## config.mk

```make
export PLATFORM = sky130hd
export DESIGN_NAME = fc8_ram_arbiter
export DESIGN_NICKNAME = d
export VERILOG_FILES = /design/src/rtl/fc8_ram_arbiter_pkg.sv /design/src/rtl/fc8_ram_arbiter_pick2.sv /design/src/rtl/fc8_ram_arbiter.sv
export SDC_FILE = /design/constraint.sdc
export NUM_CORES = 1
export LEC_CHECK = 0
export ABC_AREA = 1
export CORE_UTILIZATION = 28
export DETAILED_ROUTE_END_ITERATION = 8
export GPL_TIMING_DRIVEN = 0
export PLACE_DENSITY = 0.81
export SLEW_MARGIN = 0
export SYNTH_ARGS = -nofsm -noshare
export SYNTH_HDL_FRONTEND = slang
export SYNTH_SLANG_ARGS = --single-unit
```

## constraint.sdc

```tcl
create_clock -name clk -period 2.05 [get_ports clk]
set_clock_uncertainty 0.1 [all_clocks]
set_input_delay 0.615 -clock clk [delete_from_list [all_inputs] [get_ports clk]]
set_output_delay 0.615 -clock clk [all_outputs]
set_load 0.02 [all_outputs]
```

## src/rtl/fc8_ram_arbiter_pkg.sv

```systemverilog
// fc8 work-RAM arbiter shared definitions.
// State encodings and port ids used by the arbiter and its picker.
package fc8_ram_arbiter_pkg;

    typedef enum logic [1:0] {
        FC8_ARB_IDLE = 2'd0,
        FC8_ARB_OWN0 = 2'd1,
        FC8_ARB_OWN1 = 2'd2
    } arb_state_e;

    localparam logic FC8_ARB_P0 = 1'b0;
    localparam logic FC8_ARB_P1 = 1'b1;

endpackage

```

## src/rtl/fc8_ram_arbiter_pick2.sv

```systemverilog
// fc8_arb_pick2: combinational two-way picker with a preferred port
// and a per-port mask; grant output is one-hot or zero.
module fc8_arb_pick2
    import fc8_ram_arbiter_pkg::*;
(
    input  logic [1:0] req,
    input  logic       pref,
    input  logic [1:0] mask,
    output logic [1:0] gnt
);

    logic [1:0] live;

    // Masked requests; contention resolved toward the preferred port.
    always_comb begin
        live = req & mask;
        gnt  = live;
        if (live == 2'b11) begin
            gnt = (pref == FC8_ARB_P1) ? 2'b10 : 2'b01;
        end
    end

endmodule

```

## src/rtl/fc8_ram_arbiter.sv

```systemverilog
// fc8_ram_arbiter: two-port arbiter for the single-port fc8 work RAM.
// Define FC8_RAM_ARB_RR_EN for round-robin contention (else port 0 wins).
module fc8_ram_arbiter
    import fc8_ram_arbiter_pkg::*;
#(
    parameter int ADDR_WIDTH = 15,
    parameter int DATA_WIDTH = 8,
    parameter int MAX_LOCK   = 16
) (
    input  logic                  clk,
    input  logic                  rst_n,
    input  logic                  req0,
    input  logic                  req1,
    input  logic                  we0,
    input  logic                  we1,
    input  logic                  lock0,
    input  logic                  lock1,
    input  logic [ADDR_WIDTH-1:0] addr0,
    input  logic [ADDR_WIDTH-1:0] addr1,
    input  logic [DATA_WIDTH-1:0] wdata0,
    input  logic [DATA_WIDTH-1:0] wdata1,
    output logic                  gnt0,
    output logic                  gnt1,
    output logic                  rvalid0,
    output logic                  rvalid1,
    output logic [DATA_WIDTH-1:0] rdata0,
    output logic [DATA_WIDTH-1:0] rdata1,
    output logic                  lock_err,
    output logic [ADDR_WIDTH-1:0] phy_addr_out,
    output logic [DATA_WIDTH-1:0] phy_data_out,
    output logic                  phy_wr_en,
    output logic                  phy_cs_en,
    input  logic [DATA_WIDTH-1:0] phy_data_in
);

    localparam int CW = $clog2(MAX_LOCK);
    localparam logic [CW-1:0] CNT_MAX = CW'(MAX_LOCK - 1);

    arb_state_e    state_q, state_d;
    logic [CW-1:0] lock_cnt_q, lock_cnt_d;
    logic          rvalid0_q, rvalid0_d;
    logic          rvalid1_q, rvalid1_d;
    logic          lock_err_q, lock_err_d;
    logic          pref;
    logic [1:0]    mask;
    logic [1:0]    pick;

`ifdef FC8_RAM_ARB_RR_EN
    logic rr_ptr_q, rr_ptr_d;

    // Preferred port rotates after every grant made in IDLE.
    always_comb begin
        pref     = rr_ptr_q;
        rr_ptr_d = rr_ptr_q;
        if (state_q == FC8_ARB_IDLE && (gnt0 || gnt1)) begin
            rr_ptr_d = gnt0 ? FC8_ARB_P1 : FC8_ARB_P0;
        end
    end

    // Round-robin pointer register.
    always_ff @(posedge clk or negedge rst_n) begin
        if (!rst_n) rr_ptr_q <= FC8_ARB_P0;
        else        rr_ptr_q <= rr_ptr_d;
    end
`else
    assign pref = FC8_ARB_P0;
`endif

    // Owner state restricts which port the picker may grant.
    always_comb begin
        unique case (state_q)
            FC8_ARB_OWN0: mask = 2'b01;
            FC8_ARB_OWN1: mask = 2'b10;
            default:      mask = 2'b11;
        endcase
    end

    fc8_arb_pick2 u_pick (
        .req  ({req1, req0}),
        .pref (pref),
        .mask (mask),
        .gnt  (pick)
    );

    assign gnt0 = rst_n & pick[0];
    assign gnt1 = rst_n & pick[1];

    // RAM drive muxed from the granted port; idle bus is all zero.
    always_comb begin
        phy_cs_en    = gnt0 | gnt1;
        phy_wr_en    = (gnt0 & we0) | (gnt1 & we1);
        phy_addr_out = '0;
        phy_data_out = '0;
        if (gnt0) begin
            phy_addr_out = addr0;
            phy_data_out = wdata0;
        end else if (gnt1) begin
            phy_addr_out = addr1;
            phy_data_out = wdata1;
        end
    end

    // Lock ownership, bounded hold timer and read-return tracking.
    always_comb begin
        state_d    = state_q;
        lock_cnt_d = lock_cnt_q;
        lock_err_d = lock_err_q;
        rvalid0_d  = gnt0 & ~we0;
        rvalid1_d  = gnt1 & ~we1;
        unique case (state_q)
            FC8_ARB_IDLE: begin
                if (gnt0 && lock0) begin
                    state_d    = FC8_ARB_OWN0;
                    lock_cnt_d = '0;
                end else if (gnt1 && lock1) begin
                    state_d    = FC8_ARB_OWN1;
                    lock_cnt_d = '0;
                end
            end
            FC8_ARB_OWN0: begin
                if (lock_cnt_q == CNT_MAX) begin
                    state_d    = FC8_ARB_IDLE;
                    lock_err_d = 1'b1;
                end else if (!lock0) begin
                    state_d = FC8_ARB_IDLE;
                end else begin
                    lock_cnt_d = lock_cnt_q + 1'b1;
                end
            end
            FC8_ARB_OWN1: begin
                if (lock_cnt_q == CNT_MAX) begin
                    state_d    = FC8_ARB_IDLE;
                    lock_err_d = 1'b1;
                end else if (!lock1) begin
                    state_d = FC8_ARB_IDLE;
                end else begin
                    lock_cnt_d = lock_cnt_q + 1'b1;
                end
            end
            default: state_d = FC8_ARB_IDLE;
        endcase
    end

    // State, timer, sticky error and read-valid registers.
    always_ff @(posedge clk or negedge rst_n) begin
        if (!rst_n) begin
            state_q    <= FC8_ARB_IDLE;
            lock_cnt_q <= '0;
            lock_err_q <= 1'b0;
            rvalid0_q  <= 1'b0;
            rvalid1_q  <= 1'b0;
        end else begin
            state_q    <= state_d;
            lock_cnt_q <= lock_cnt_d;
            lock_err_q <= lock_err_d;
            rvalid0_q  <= rvalid0_d;
            rvalid1_q  <= rvalid1_d;
        end
    end

    assign rvalid0  = rvalid0_q;
    assign rvalid1  = rvalid1_q;
    assign lock_err = lock_err_q;
    assign rdata0   = phy_data_in;
    assign rdata1   = phy_data_in;

endmodule

```

After elaboration in Yosys (flattened, before gate mapping)
Cells that the tools add are included.

Register bits after elaboration: 9. Bits of input ports: 62. Output and inout port bits: 46. Word-level logic and storage cells: 56.

Add/subtract/negate cells: 1. Eq/ne operators: 11. Mux-type cells: 20. Bitwise gates (word level): 11. Reduce and logical (&&, ||, !) cells: 8.

Operators with widths (number): $mux 15 (2); $mux 4 (6); $mux 8 (2); $mux 2 (7); $pmux 4 s3 (1); $ne 3x3->1 const B (3); $ne 2x2->1 const B (4); $and 1x1->1 (6); $pmux 2 s3 (1); $reduce_and 6->1 (1); $add 4x1->4 const B (1); $eq 2x2->1 const B (2); $eq 4x4->1 const B (1); $pmux 2 s2 (1); $reduce_and 3->1 (1); $reduce_bool 3->1 (1); $and 2x2->2 (1); $eq 2x1->1 const B (1); $logic_and 1x1->1 (2); $logic_not 2->1 (1); $not 1->1 (2); $or 1x1->1 (2); $reduce_and 2->1 (1); $reduce_or 2->1 (1).

Depth between registers and ports, before layout
Depth in word-level cells: 10. Depth in mapped cells: 10. Gate-level depth less buffers: 10.

Modules after synthesis
From an unflattened synthesis, not the netlist that was laid out.

Cells, all modules: 183. Area total of the unflattened synthesis: 1094.8 sq um.

Modules (own cells, without submodules): fc8_ram_arbiter (instances 1, cells an instance 175, area each 1063.5 sq um, sequential area each 225.2 sq um); fc8_arb_pick2 (instances 1, cells an instance 8, area each 31.3 sq um, sequential area each 0.0 sq um).

Least setup slack after synthesis
Ideal clock, no wire load.

Kind: register -> output. Start point: reg state_q[1]. End point: out phy_addr_out[10]. Data arrival time: 1.363 ns. Required time: 1.335 ns. Slack: -0.028 ns. Cell stages (with the launch flop): 8. Path buffers: 1. Cell sequence: dfrtp_1 > inv_1 > ha_1 > nor2_2 > nand3_2 > inv_4 > buf_6 > a22o_1.

Cells in the longest elaborated chain, start to end: 8. Elaborated cells on any way between the ends: 10. Those cells by class: eq/ne: 3; mux: 4; bitwise: 3.

Ends and longest elaborated chain: from (decl) (line fc8_ram_arbiter.sv:39) `arb_state_e state_q, state_d;`; from (signal assigned) (line fc8_ram_arbiter.sv:153) `state_q <= state_d;`; $eq 2x2->1 / $eq 2x1->1 (equally long branches) (line fc8_ram_arbiter.sv:71) `unique case (state_q)`; $pmux 2 s2 * (line fc8_ram_arbiter.sv:71); $and 2x2->2 * (line fc8_ram_arbiter_pick2.sv:16) `live = req & mask;`; $eq 2x2->1 (line fc8_ram_arbiter_pick2.sv:18) `if (live == 2'b11) begin`; $mux 2 * (line fc8_ram_arbiter_pick2.sv:18); $and 1x1->1 * (line fc8_ram_arbiter.sv:86) `assign gnt1 = rst_n & pick[1];`; via gnt1 (line fc8_ram_arbiter.sv:23) `output logic gnt1,`; $mux 15 * (line fc8_ram_arbiter.sv:97) `end else if (gnt1) begin`; $mux 15 * (line fc8_ram_arbiter.sv:94) `if (gnt0) begin`; to (decl) (line fc8_ram_arbiter.sv:29) `output logic [ADDR_WIDTH-1:0] phy_addr_out,`.

Mark *: on every way through the listed nets, which the timed path passes. The rest lies on a longest branch.

Worst setup path in the final report
Start point: reg state_q[1]. End point: out phy_addr_out[3].

Cells in the longest elaborated chain, start to end: 8. Elaborated cells on any way between the ends: 10. Those cells by class: eq/ne: 3; mux: 4; bitwise: 3.

Ends and longest elaborated chain (line): $eq 2x2->1 / $eq 2x1->1 (equally long branches) (fc8_ram_arbiter.sv:71); $pmux 2 s2 * (fc8_ram_arbiter.sv:71); $and 2x2->2 * (fc8_ram_arbiter_pick2.sv:16); $eq 2x2->1 (fc8_ram_arbiter_pick2.sv:18); $mux 2 * (fc8_ram_arbiter_pick2.sv:18); $and 1x1->1 (fc8_ram_arbiter.sv:86); $mux 15 (fc8_ram_arbiter.sv:97); $mux 15 * (fc8_ram_arbiter.sv:94).

Mark *: on every way between the ends. The rest lies on a longest branch, timed or not.

==> out/qor.csv <==
stage,metric,value,unit
worst_setup_path,critPathLaunch,state_q[1]$_DFFE_PN0P_,
cells_and_area,fillers,251,
clocking,cts_buffers,3,
route,routed-via-count,1376,
synth,seq_area_frac_synth,23.1,%
synth,synthCells,125,
clocking,cts.htree.levels,1,
route,wl_per_cell,14.1,um
global_routing,antenna_found_initial,0,
synth,ys_types,19,
sta,final_max_slew_viol_count,0,
placed_design,place_ws,-1.48,ns
global_routing,met3_usage,4.90,%
synth,synth_seq_cells,9,
pwr,powerDensity,764,mW/mm^2
sta,fin_crit_sh,120,%
clocking,clock_sinks,9,
worst_setup_path,cp-start-kind,flop,
synth,syn_area,973,um^2
pwr,power.leakage,0.00113,uW
global_routing,grt_max_degree,14,
synth,synth_nets,192,
route,antenna_left,0,
sta,hold_viol_final,0,
sta,setup_ws,-0.407,ns
die,rows,21,
synth,synthAdderAreaFrac,6.43,%
cells_and_area,final_common_cell,clkdlybuf4s50_1,
synth,synth_top_family_by_area,compound AO/OA/AOI/OAI gates,
sta,post-route-min-period,2.46,ns
cells_and_area,layout.area.seq,226,um^2
cells_and_area,nets,320,
synth,synthMuxAreaShare,0,%
route,routed_wl,4220,um
die,start_util,29.2,%
sta,setup_violations,27,
global_routing,grtUsageTotal,19.5,%
cells_and_area,n_antenna_cell,0,
global_routing,grt_overflow,0,
synth,synth_simple_gate_area_share,21.9,%
clocking,clk_latency,0.27,ns
pwr,peakVddDrop,0.573,mV
global_routing,grt_pass1_wl,5290,um
global_routing,met2_usage,41.1,%
worst_setup_path,critPathKind,reg2out,
global_routing,grt_use_met1,17.8,%
hold_path,hp-class,in2async,
placed_design,port_buffers,99,
die,io_pins,108,
die,dieArea,0.00372,mm^2
outcome,violations,negative setup slack,
cells_and_area,drive_gt1_share,36.9,%
sta,slew_headroom,83.4,%
placed_design,dp_hpwl,2990,um
sta,max_slew.worst_pin.slew,0.249,ns
cells_and_area,utilization,70.2,%
synth,ys_warn_count,0,
worst_setup_path,end_kind,primary output,
route,drt_iter0_drc,35,
synth,synth_top_area_share,23.1,%
synth,syn_avg_cell_area,7.79,um^2
clocking,clkSlewWorstSetupHoldPaths,0.07,ns
sta,rsz0062_at_grt,true,
sta,max_freq,407,MHz
cells_and_area,multiInputGateArea,574,um^2
synth,synth_top_cells_by_area,"dfrtp_1, a22o_1, buf_4",
route,drc_errors,0,
synth,synth_compound_area_share,25.3,%
clocking,cts_buffer_depth,2,
clocking,cts_tree,done,
run,cap_viol_max_count,0,
cells_and_area,syn_to_final_growth,141,%
route,dr.pass1.iters,4,
clocking,cts-root-buf,clkbuf_4,
worst_setup_path,critPathArrivalTime,1.74,ns
die,chipHeight,61.0,um
die,core,0.00334,mm^2
worst_setup_path,rr_startpoint,state_q[1]$_DFFE_PN0P_,
synth,synth_top_area_cell,dfrtp_1,
worst_setup_path,path_max_fanout,5,
synth,synth-xor-area-share,0,%
worst_setup_path,worst_ep_required_time,1.33,ns
placed_design,gp_congestion,0.780,
global_routing,top_usage_layer,met2,
outcome,status,finished with violations,
pwr,total_power,1790,uW
die,die_x,61.0,um
global_routing,grt_pass1_vias,1199,
route,vias_per_cell,4.62,
cells_and_area,mostFrequentLayoutCells,"clkdlybuf4s50_1, buf_4, buf_6",
worst paths after layout:
kind,to,slack [ns],cells past startpoint
max,phy_addr_out[3],-0.41,8
min,state_q[1]$_DFFE_PN0P_,0.09,1
max reg2reg,lock_cnt_q[0]$_DFFE_PN0P_,0.37,8
min reg2reg,lock_err$_DFFE_PN0P_,0.38,1
max in group asynchronous,state_q[1]$_DFFE_PN0P_,1.57,1
min in group clk,lock_err$_DFFE_PN0P_,0.38,1
stage by stage:
stage | cell area (um^2) | hold WS (ns) | cells | TNS [ns]
2_1_floorplan | 973 | 0.219 | 125 | -0.255
3_3_place_gp | 2020 | 0.360 | 270 | -38.86
3_5_place_dp | 2020 | 0.365 | 270 | -39.66
4_1_cts | 2170 | 0.0796 | 285 | -9.09
5_1_grt | 2340 | 0.0862 | 298 | -11.51
6_report | 2340 | 0.0911 | 298 | -9.28
power by group:
group | internal (uW) | switching [uW]
clock | 75.2 | 66.7
sequential | 225 | 51.3
combinational | 695 | 677
cell type report:
cell class | instances | share of cell area (%)
buffer | 20 | 7.21
clock buffer | 4 | 1.12
inverter | 16 | 3.10
multi-input combinational | 80 | 24.5
sequential | 9 | 9.66
tap | 46 | 2.46
timing repair buffer | 121 | 51.4
timing repair inverter | 2 | 0.587
worst max-delay path, cell delays in order, from the launching register on:
cell and delay, ns:
dfrtp_2 0.44, ha_4 0.17, inv_4 0.07, nand2_4 0.06, nand3_4 0.10, clkinvlp_4 0.14
buf_6 0.15, a22o_1 0.19, buf_6 0.13
what timing repair did:
| item | CTS | global route |
|---|---|---|
| hold buffers | 0 | 0 |
| setup buffers | 8 | 11 |
| pin swaps | 7 | 5 |
| endpoints found under the setup margin | 33 | 27 |
| gates resized for setup | 178 | 14 |
| cloned | 3 | 2 |
registers in the layout, indices dropped and copies added, names as in the netlist:
| signal | count |
|---|---|
| lock_cnt_q | 4 |
| lock_err | 1 |
| state_q | 2 |
| rvalid0 | 1 |
| rvalid1 | 1 |
cells by family (layout without fill, tap and decap cells):
group	Yosys count	in the layout
simple gates	45	45
fa+ha+maj	5	5
buf+inv	36	163
flops	9	9
compound gates	30	30
per-layer routing:
metal  vias to the layer above  part of all wire, %
met5                         -                    0
met4                         0                  1.7
met3                         6                  8.0
met2                        65                   55
met1                       636                   35
li1                        669                    -
Yosys cell counts:
library cell,n
buf_6,3
o21bai_1,1
a22o_1,24
nand2_1,23
nand4_1,4
dfrtp_1,9
ha_1,5
buf_4,17
nand2_2,2
nor2_2,2
o21ai_0,1
inv_4,2
o21ai_2,1
or2_2,1
a21oi_1,3
nand3_2,2
inv_1,14
nand3_1,7
nor2_1,4
No activity file was read; power rests on OpenSTA's default activity.
